**src/rtl/rf_scan_pkg.sv**
```systemverilog
// Shared definitions for the register-file scanner: widths and FSM encoding.
// Optional checksum beat is enabled by defining RF_SCAN_CKSUM_EN.
package rf_scan_pkg;

    localparam int XLEN_D   = 32;
    localparam int RF_NUM_D = 32;
    localparam int IDX_W    = $clog2(RF_NUM_D);

    typedef enum logic [2:0] {
        IDLE  = 3'd0,
        READ  = 3'd1,
        SEND  = 3'd2,
        CKSUM = 3'd3,
        DONE  = 3'd4
    } state_t;

endpackage

```
**src/rtl/rf_scan_out_reg.sv**
```systemverilog
// Output beat register: loads a new beat, holds it while stalled, clear withdraws it.
module rf_scan_out_reg
    import rf_scan_pkg::*;
#(
    parameter int XLEN = XLEN_D
) (
    input  logic             clk,
    input  logic             rst,
    input  logic             load,
    input  logic             clear,
    input  logic [IDX_W-1:0] nxt_idx,
    input  logic [XLEN-1:0]  nxt_data,
    input  logic             nxt_last,
    output logic             valid,
    output logic [IDX_W-1:0] idx,
    output logic [XLEN-1:0]  data,
    output logic             last
);

    always_ff @(posedge clk or negedge rst) begin
        if (!rst) begin
            valid <= 1'b0;
            idx   <= '0;
            data  <= '0;
            last  <= 1'b0;
        end else if (clear) begin
            valid <= 1'b0;
            last  <= 1'b0;
        end else if (load) begin
            valid <= 1'b1;
            idx   <= nxt_idx;
            data  <= nxt_data;
            last  <= nxt_last;
        end
    end

endmodule

```
**src/rtl/rf_scan.sv**
```systemverilog
// Register-file dump engine: streams every register as one beat per cycle.
// Defining RF_SCAN_CKSUM_EN appends an XOR checksum beat after the last register.
module rf_scan
    import rf_scan_pkg::*;
#(
    parameter int XLEN   = XLEN_D,
    parameter int RF_NUM = RF_NUM_D
) (
    input  logic             clk,
    input  logic             rst,
    input  logic             start,
    input  logic             abort,
    output logic [IDX_W-1:0] rf_addr,
    input  logic [XLEN-1:0]  rf_data,
    output logic             out_valid,
    input  logic             out_ready,
    output logic [IDX_W-1:0] out_idx,
    output logic [XLEN-1:0]  out_data,
    output logic             out_last,
    output logic             busy,
    output logic             done
);

    localparam logic [IDX_W-1:0] LAST_IDX = IDX_W'(RF_NUM - 1);

    state_t           state;
    logic [IDX_W-1:0] idx;
    logic [IDX_W-1:0] idx_inc;
`ifdef RF_SCAN_CKSUM_EN
    logic [XLEN-1:0]  cksum;
`endif

    logic             ld;
    logic             clr;
    logic [IDX_W-1:0] ld_idx;
    logic [XLEN-1:0]  ld_data;
    logic             ld_last;

    assign idx_inc = idx + 1'b1;
    assign busy    = (state != IDLE);
    assign done    = (state == DONE);

    // Handshake: a beat transfers on a rising edge with out_valid && out_ready;
    // while out_valid=1 and out_ready=0 the beat is held unchanged; abort withdraws it.
    always_comb begin
        rf_addr = idx;
        ld      = 1'b0;
        clr     = 1'b0;
        ld_idx  = idx;
        ld_data = rf_data;
        ld_last = 1'b0;
        if (state == SEND && idx != LAST_IDX) begin
            rf_addr = idx_inc;
        end
        if (abort) begin
            clr = 1'b1;
        end else begin
            case (state)
                READ: begin
                    ld = 1'b1;
`ifndef RF_SCAN_CKSUM_EN
                    ld_last = (idx == LAST_IDX);
`endif
                end
                SEND: begin
                    if (out_ready) begin
                        if (idx != LAST_IDX) begin
                            ld     = 1'b1;
                            ld_idx = idx_inc;
`ifndef RF_SCAN_CKSUM_EN
                            ld_last = (idx_inc == LAST_IDX);
`endif
                        end else begin
`ifdef RF_SCAN_CKSUM_EN
                            ld      = 1'b1;
                            ld_idx  = '0;
                            ld_data = cksum;
                            ld_last = 1'b1;
`else
                            clr = 1'b1;
`endif
                        end
                    end
                end
                CKSUM: begin
                    if (out_ready) begin
                        clr = 1'b1;
                    end
                end
                default: begin
                end
            endcase
        end
    end

    always_ff @(posedge clk or negedge rst) begin
        if (!rst) begin
            state <= IDLE;
            idx   <= '0;
`ifdef RF_SCAN_CKSUM_EN
            cksum <= '0;
`endif
        end else if (abort) begin
            state <= IDLE;
            idx   <= '0;
        end else begin
            case (state)
                IDLE: begin
                    if (start) begin
                        state <= READ;
                        idx   <= '0;
`ifdef RF_SCAN_CKSUM_EN
                        cksum <= '0;
`endif
                    end
                end
                READ: begin
                    state <= SEND;
`ifdef RF_SCAN_CKSUM_EN
                    cksum <= cksum ^ rf_data;
`endif
                end
                SEND: begin
                    if (out_ready) begin
                        if (idx != LAST_IDX) begin
                            idx <= idx_inc;
`ifdef RF_SCAN_CKSUM_EN
                            cksum <= cksum ^ rf_data;
`endif
                        end else begin
`ifdef RF_SCAN_CKSUM_EN
                            state <= CKSUM;
`else
                            state <= DONE;
`endif
                        end
                    end
                end
                CKSUM: begin
                    if (out_ready) begin
                        state <= DONE;
                    end
                end
                DONE: begin
                    state <= IDLE;
                end
                default: begin
                    state <= IDLE;
                end
            endcase
        end
    end

    rf_scan_out_reg #(.XLEN(XLEN)) u_out_reg (
        .clk      (clk),
        .rst      (rst),
        .load     (ld),
        .clear    (clr),
        .nxt_idx  (ld_idx),
        .nxt_data (ld_data),
        .nxt_last (ld_last),
        .valid    (out_valid),
        .idx      (out_idx),
        .data     (out_data),
        .last     (out_last)
    );

endmodule

```
**config.mk**
```make
export PLATFORM = sky130hd
export DESIGN_NAME = rf_scan
export DESIGN_NICKNAME = d
export VERILOG_FILES = /design/src/rtl/rf_scan_pkg.sv /design/src/rtl/rf_scan_out_reg.sv /design/src/rtl/rf_scan.sv
export SDC_FILE = /design/constraint.sdc
export NUM_CORES = 1
export LEC_CHECK = 0
export BUFFER_PORTS_ARGS = -buffer_cell sky130_fd_sc_hd__buf_2
export CAP_MARGIN = 20
export CORE_MARGIN = 1
export CORE_UTILIZATION = 40
export CTS_CLUSTER_SIZE = 40
export DETAILED_ROUTE_END_ITERATION = 16
export GPL_TIMING_DRIVEN = 0
export PLACE_DENSITY_LB_ADDON = 0.3
export SLEW_MARGIN = 25
export SYNTH_ARGS = -nofsm -noshare
export SYNTH_HDL_FRONTEND = slang
export SYNTH_SLANG_ARGS = --single-unit
```
**constraint.sdc**
```tcl
create_clock -name clk -period 2.8 [get_ports clk]
set_input_delay 0.56 -clock clk [delete_from_list [all_inputs] [get_ports clk]]
set_output_delay 0.56 -clock clk [all_outputs]
set_load 0.02 [all_outputs]
```
# == Yosys cells after proc, flatten, opt, wreduce, memory -nomap -nowiden ==
# Cells that the tools add are included.
# totals
register_bits,47
input_bits,37
output_inout_bits,46
word_cells,58
# op_classes
add_sub_neg,1
n_eq_ne,11
muxes,31
bitwise,1
n_reduce_logical,8
# op_table
operator,n
two-way mux 5 bit,7
two-way mux 3 bit,5
two-way mux 1 bit,14
"!= test 3 bit, second input constant",4
one-hot mux 3 bit (4 select lines),1
"== test 5 bit, second input constant",2
one-hot mux 5 bit (2 select lines),1
"== test 3 x 2 -> 1 bit, second input constant",2
one-hot mux 1 bit (2 select lines),3
nonzero test 3 bit,2
"adder 5 x 1 -> 5 bit, second input constant",1
"!= test 5 bit, second input constant",1
AND reduction 2 bit,2
AND reduction 4 bit,1
"== test 3 x 1 -> 1 bit, second input constant",1
"== test 3 bit, second input constant",1
logical NOT 3 bit,1
nonzero test 2 bit,1
logical AND 1 bit,1
inverter 1 bit,1

# == Logic depth before layout (Yosys ltp) ==
# logic_depth
depth_word,8
mapped_depth,11
depth_no_buf,8

# == Cells and area by module ==
# A second synthesis with hierarchy kept.
# hier_totals
cells_unflattened,169
area_unflattened_um2,2363.5
# by_module_without_submodules
mod,n_inst,cells_per_inst,area_per_inst_um2,seq_area_each_um2
rf_scan_out_reg,1,85,1620.3,975.9
rf_scan,1,84,743.2,200.2

# == Worst setup path after synthesis ==
# OpenSTA, ideal clock, no wires.
# synth_timing
path_type,register to output
start,reg idx[0]
end,out rf_addr[3]
arrival_time_ps,2149
required_ps,2240
slack_ps,91
stages_incl_launch_ff,9
n_path_buf,1
path_cell_list,dfrtp_1 > ha_1 > nand3_1 > inv_1 > ha_1 > buf_6 > nor4b_2 > nand4_1 > xnor2_1
# synth_via
elab_chain_len,3
elab_cells_between_ends,4
cone_classes,add/sub (1); eq/ne (1); mux (1); reduce/logical (1)
# synth_lines
element,line,source
"start, declared",rf_scan.sv:27,logic [IDX_W-1:0] idx;
"start signal, assigned",rf_scan.sv:126,idx <= idx_inc;
"parallel branches: the longest is 2 deep, another holds adder 5 x 1 -> 5 bit",n/a,
two-way mux 5 bit (*),rf_scan.sv:52,if (state == SEND && idx != LAST_IDX) begin
"end, declared",rf_scan.sv:13,"output logic [IDX_W-1:0] rf_addr,"
# Mark *: on every way between the ends.

# == Worst setup path in the final report ==
# layout_timing
start,reg idx[1]
end,out rf_addr[3]
# The elaborated chain is that of the path after synthesis.

==> impl_metrics.xml <==
<?xml version="1.0" encoding="UTF-8"?>
<metrics>
  <group name="place">
    <metric name="pre_cts_ws" unit="ns">-0.0581</metric>
    <metric name="dp_cells" unit="">334</metric>
    <metric name="place_hpwl" unit="mm">3.19</metric>
    <metric name="io_buffer_count" unit="">82</metric>
    <metric name="gpl.final_weighted_congestion" unit="">0.825</metric>
    <metric name="placement.cell_area" unit="um^2">2860</metric>
  </group>
  <group name="clocking">
    <metric name="clkLatencyLatePin" unit="ns">0.29</metric>
    <metric name="numCtsBuffers" unit="">5</metric>
    <metric name="cts.sink_count" unit="">47</metric>
    <metric name="cts_tree" unit="">built</metric>
    <metric name="cts_root_buf" unit="">sky130_fd_sc_hd__clkbuf_8</metric>
    <metric name="clk_pin_slew" unit="ns">0.08</metric>
    <metric name="cts-htree-levels" unit="">2</metric>
    <metric name="clockBufferDepth" unit="">2</metric>
    <metric name="hold_fix_buffers_at_cts" unit="">0</metric>
  </group>
  <group name="sta">
    <metric name="hold-worst-slack" unit="ns">0.195</metric>
    <metric name="timing.slew.headroom" unit="%">69.0</metric>
    <metric name="clock_skew" unit="ns">0.00268</metric>
    <metric name="report.final.slew_viol_count" unit="">0</metric>
    <metric name="timing.fmax" unit="MHz">380</metric>
    <metric name="finalSetupViolCount" unit="">0</metric>
    <metric name="period_needed" unit="ns">2.63</metric>
    <metric name="final_min_period_over_clock_period" unit="%">94.0</metric>
    <metric name="worst_slack" unit="ns">0.169</metric>
    <metric name="grt_setup_unrepaired" unit="">true</metric>
    <metric name="totalNegativeSetupSlack" unit="ns">0</metric>
    <metric name="timing_worst_slew_pin_value" unit="ns">0.466</metric>
    <metric name="hold_viol" unit="">0</metric>
  </group>
  <group name="logic_synthesis">
    <metric name="yosys-top-cells-area" unit="">sky130_fd_sc_hd__dfrtp_1 50%, sky130_fd_sc_hd__mux2_4 19%, sky130_fd_sc_hd__buf_12 2.6%</metric>
    <metric name="ys_seq_elements" unit="">47</metric>
    <metric name="synth_compound_area_share" unit="%">6.96</metric>
    <metric name="post_synthesis_adder_cell_area_fraction" unit="%">2.14</metric>
    <metric name="synth_simple_gate_area_share" unit="%">10.9</metric>
    <metric name="synth_ff_type" unit="">sky130_fd_sc_hd__dfrtp_1</metric>
    <metric name="post-synth-top-area-fraction" unit="%">50.3</metric>
    <metric name="synth-async-reset-ratio" unit="%">100</metric>
    <metric name="yosysUniqueCellTypes" unit="">41</metric>
    <metric name="mapped_cells" unit="">179</metric>
    <metric name="post_synth_mux_area_share" unit="%">20.7</metric>
    <metric name="syn_avg_cell_area" unit="um^2">13.1</metric>
    <metric name="synth.largest_area_cell" unit="">sky130_fd_sc_hd__dfrtp_1</metric>
    <metric name="post_synth_xor_area_fraction" unit="%">3.00</metric>
    <metric name="yosys_warnings" unit="">0</metric>
    <metric name="ys_seq_area_share" unit="%">50.3</metric>
    <metric name="area_of_the_mapped_netlist" unit="um^2">2340</metric>
    <metric name="synth_edf_count" unit="">0</metric>
    <metric name="synth_top_family_by_area" unit="">multiplexers</metric>
    <metric name="syn_nets" unit="">220</metric>
  </group>
  <group name="floorplanning">
    <metric name="boundaryPins" unit="">83</metric>
    <metric name="floorplan.rows" unit="">27</metric>
    <metric name="initial_core_util" unit="%">41.9</metric>
    <metric name="die_height" unit="um">78.4</metric>
    <metric name="core-area" unit="um^2">5570</metric>
    <metric name="fp.dieArea" unit="um^2">6150</metric>
    <metric name="die_width" unit="um">78.4</metric>
  </group>
  <group name="global_route">
    <metric name="grt_first_pass_wirelength" unit="mm">7.24</metric>
    <metric name="global_route.usage.total" unit="%">15.1</metric>
    <metric name="vias_in_the_first_global_route" unit="">1524</metric>
    <metric name="overflow" unit="">0</metric>
    <metric name="largest_net_degree_at_the_start_of_global_routing" unit="">31</metric>
    <metric name="antenna_found_initial" unit="">0</metric>
  </group>
  <group name="final_layout">
    <metric name="multi_input_logic_area" unit="um^2">1070</metric>
    <metric name="antenna_cells_inserted" unit="">0</metric>
    <metric name="share_of_post_route_cells_with_drive_strength_above_1" unit="%">53.2</metric>
    <metric name="final_design_area_no_fill" unit="um^2">3090</metric>
    <metric name="area_growth_syn_to_layout" unit="%">32.1</metric>
    <metric name="num-fill-cells" unit="">488</metric>
    <metric name="area.sequential" unit="um^2">1180</metric>
    <metric name="instances_no_fill" unit="">350</metric>
    <metric name="fin_nets" unit="">318</metric>
  </group>
  <group name="pwr">
    <metric name="vdd.ir_drop.worst" unit="mV">0.323</metric>
    <metric name="static-leakage-power" unit="nW">1.61</metric>
    <metric name="power-per-cell-area" unit="nW/um^2">712</metric>
  </group>
  <group name="critical_path">
    <metric name="ws_path_type" unit="">reg -&gt; out</metric>
    <metric name="crit_path_max_fanout" unit="">4</metric>
    <metric name="cp.arrival" unit="ns">2.07</metric>
    <metric name="critical_path.endpoint_type" unit="">output pin</metric>
    <metric name="worst_setup_path_start_kind" unit="">register</metric>
    <metric name="worst_ep_required_time" unit="ns">2.24</metric>
  </group>
  <group name="status">
    <metric name="run_status" unit="">finished clean</metric>
  </group>
  <group name="detailed_routing">
    <metric name="drt_pass1_iterations" unit="">4</metric>
    <metric name="drc_errors" unit="">0</metric>
    <metric name="drt-vias-per-instance" unit="">4.74</metric>
    <metric name="via_count" unit="">1659</metric>
    <metric name="drt-initial-drc-count" unit="">22</metric>
    <metric name="route.antenna.remaining_nets" unit="">0</metric>
    <metric name="finalWirelength" unit="mm">4.49</metric>
    <metric name="routedWlPerCell" unit="um">12.8</metric>
  </group>
  <group name="hold_path">
    <metric name="hold_class" unit="">in -&gt; async</metric>
  </group>
  <group name="job">
    <metric name="maxCapViolCount" unit="">0</metric>
  </group>
</metrics>
[power breakdown]
group	switching (mW)	internal [mW]	leakage (nW)
sequential	0.0801	0.846	0.581
clock	0.223	0.266	0.0581
combinational	0.401	0.382	0.969
total	0.704	1.49	1.61
[cell families (layout without fill, tap and decap cells)]
group	after synthesis	count (layout)
buffers and inverters	18	117
xor gates and xnor gates	8	8
DFF	47	47
muxes	33	33
adders and majority gates	4	4
and+or+nand+nor	44	44
AOI/OAI and AO/OA	25	25
[critical path: stages (launching register included)]
cell and delay, ns:
sky130_fd_sc_hd__dfrtp_2 0.43, sky130_fd_sc_hd__ha_4 0.18, sky130_fd_sc_hd__nand3_4 0.08, sky130_fd_sc_hd__inv_2 0.04
sky130_fd_sc_hd__ha_4 0.14, sky130_fd_sc_hd__buf_6 0.11, sky130_fd_sc_hd__nor4b_4 0.29, sky130_fd_sc_hd__nand4_1 0.15
sky130_fd_sc_hd__xnor2_1 0.19, sky130_fd_sc_hd__buf_4 0.16
[path summary, 6_finish.rpt]
check / cells after the start / endpoint / slack, ns / from
worst max-delay path: 9 / rf_addr[3] / 0.17 / idx[1]
worst min-delay path: 1 / u_out_reg.data[23] / 0.20 / rst
worst max register to register: 11 / u_out_reg.data[27] / 0.41 / idx[1]
worst min register to register: 2 / u_out_reg.idx[3] / 0.48 / u_out_reg.idx[3]
max in group asynchronous: 2 / idx[1] / 2.09 / rst
min in group clk: 2 / u_out_reg.idx[3] / 0.48 / u_out_reg.idx[3]
[per-layer routing]
layer,vias to the layer above,GRT usage [%],share of wire (%)
met5,-,0,0
li1,817,-,-
met1,778,20.6,48
met2,58,23.0,43
met3,6,4.53,7.1
met4,0,5.00,1.3
[flip-flops by register name, summed over array words and instances, names as in the netlist]
register,count
u_out_reg.data,32
state,3
u_out_reg.valid,1
u_out_reg.idx,5
idx,5
u_out_reg.last,1
[layout make-up]
type                            instances  area share [%]
Sequential cell                        47            38.2
Multi-Input combinational cell        114            34.6
Timing Repair Buffer                   92            16.3
Buffer                                 12            3.77
Tap cell                               72            2.92
Clock buffer                            5            2.23
Clock inverter                          3            1.42
Inverter                                5           0.608
[cell usage after synthesis, drive strengths merged, types with 2 or more instances]
master   count
xnor2        5
nor2        11
nand2       11
nor3         3
or4          2
dfrtp       47
nand3        3
inv          5
clkbuf       4
nor4b        2
a211oi       2
a211o        3
nand4bb      2
and2         2
mux2        32
xor2         3
nor3b        2
o21ai        9
ha           4
buf          9
or3          2
a21oi        4
[cells in the final DEF, fill, tap and decap left out, types with 2 or more instances in the layout]
cell,n
sky130_fd_sc_hd__ha_4,2
sky130_fd_sc_hd__a211o_1,3
sky130_fd_sc_hd__buf_4,12
sky130_fd_sc_hd__clkbuf_8,5
sky130_fd_sc_hd__nor2_1,11
sky130_fd_sc_hd__clkbuf_1,3
sky130_fd_sc_hd__or4_1,2
sky130_fd_sc_hd__buf_12,4
sky130_fd_sc_hd__nand2_1,11
sky130_fd_sc_hd__inv_1,4
sky130_fd_sc_hd__a21oi_1,4
sky130_fd_sc_hd__mux2_2,2
sky130_fd_sc_hd__or3_1,2
sky130_fd_sc_hd__nand3_1,2
sky130_fd_sc_hd__dfrtp_1,46
sky130_fd_sc_hd__nor3_1,3
sky130_fd_sc_hd__ha_1,2
sky130_fd_sc_hd__mux2_4,30
sky130_fd_sc_hd__o21ai_0,8
sky130_fd_sc_hd__xor2_1,3
sky130_fd_sc_hd__xnor2_1,5
sky130_fd_sc_hd__buf_6,2
sky130_fd_sc_hd__and2_1,2
sky130_fd_sc_hd__buf_2,83
sky130_fd_sc_hd__nor3b_1,2
sky130_fd_sc_hd__a211oi_1,2
[timing repair]
action	in CTS	in global routing
endpoints found under the hold margin	0	0
pin swaps	2	4
gates resized for setup	5	6
setup endpoints to repair	5	5
buffers inserted	4	5
[stage by stage]
stage	power, mW	utilization (%)
2_1_floorplan	1.46	-
3_3_place_gp	1.70	50.9
3_5_place_dp	1.72	51.2
4_1_cts	2.23	54.3
5_1_grt	2.32	55.4
6_report	2.20	55.4
(Power assumes the default switching activity.)
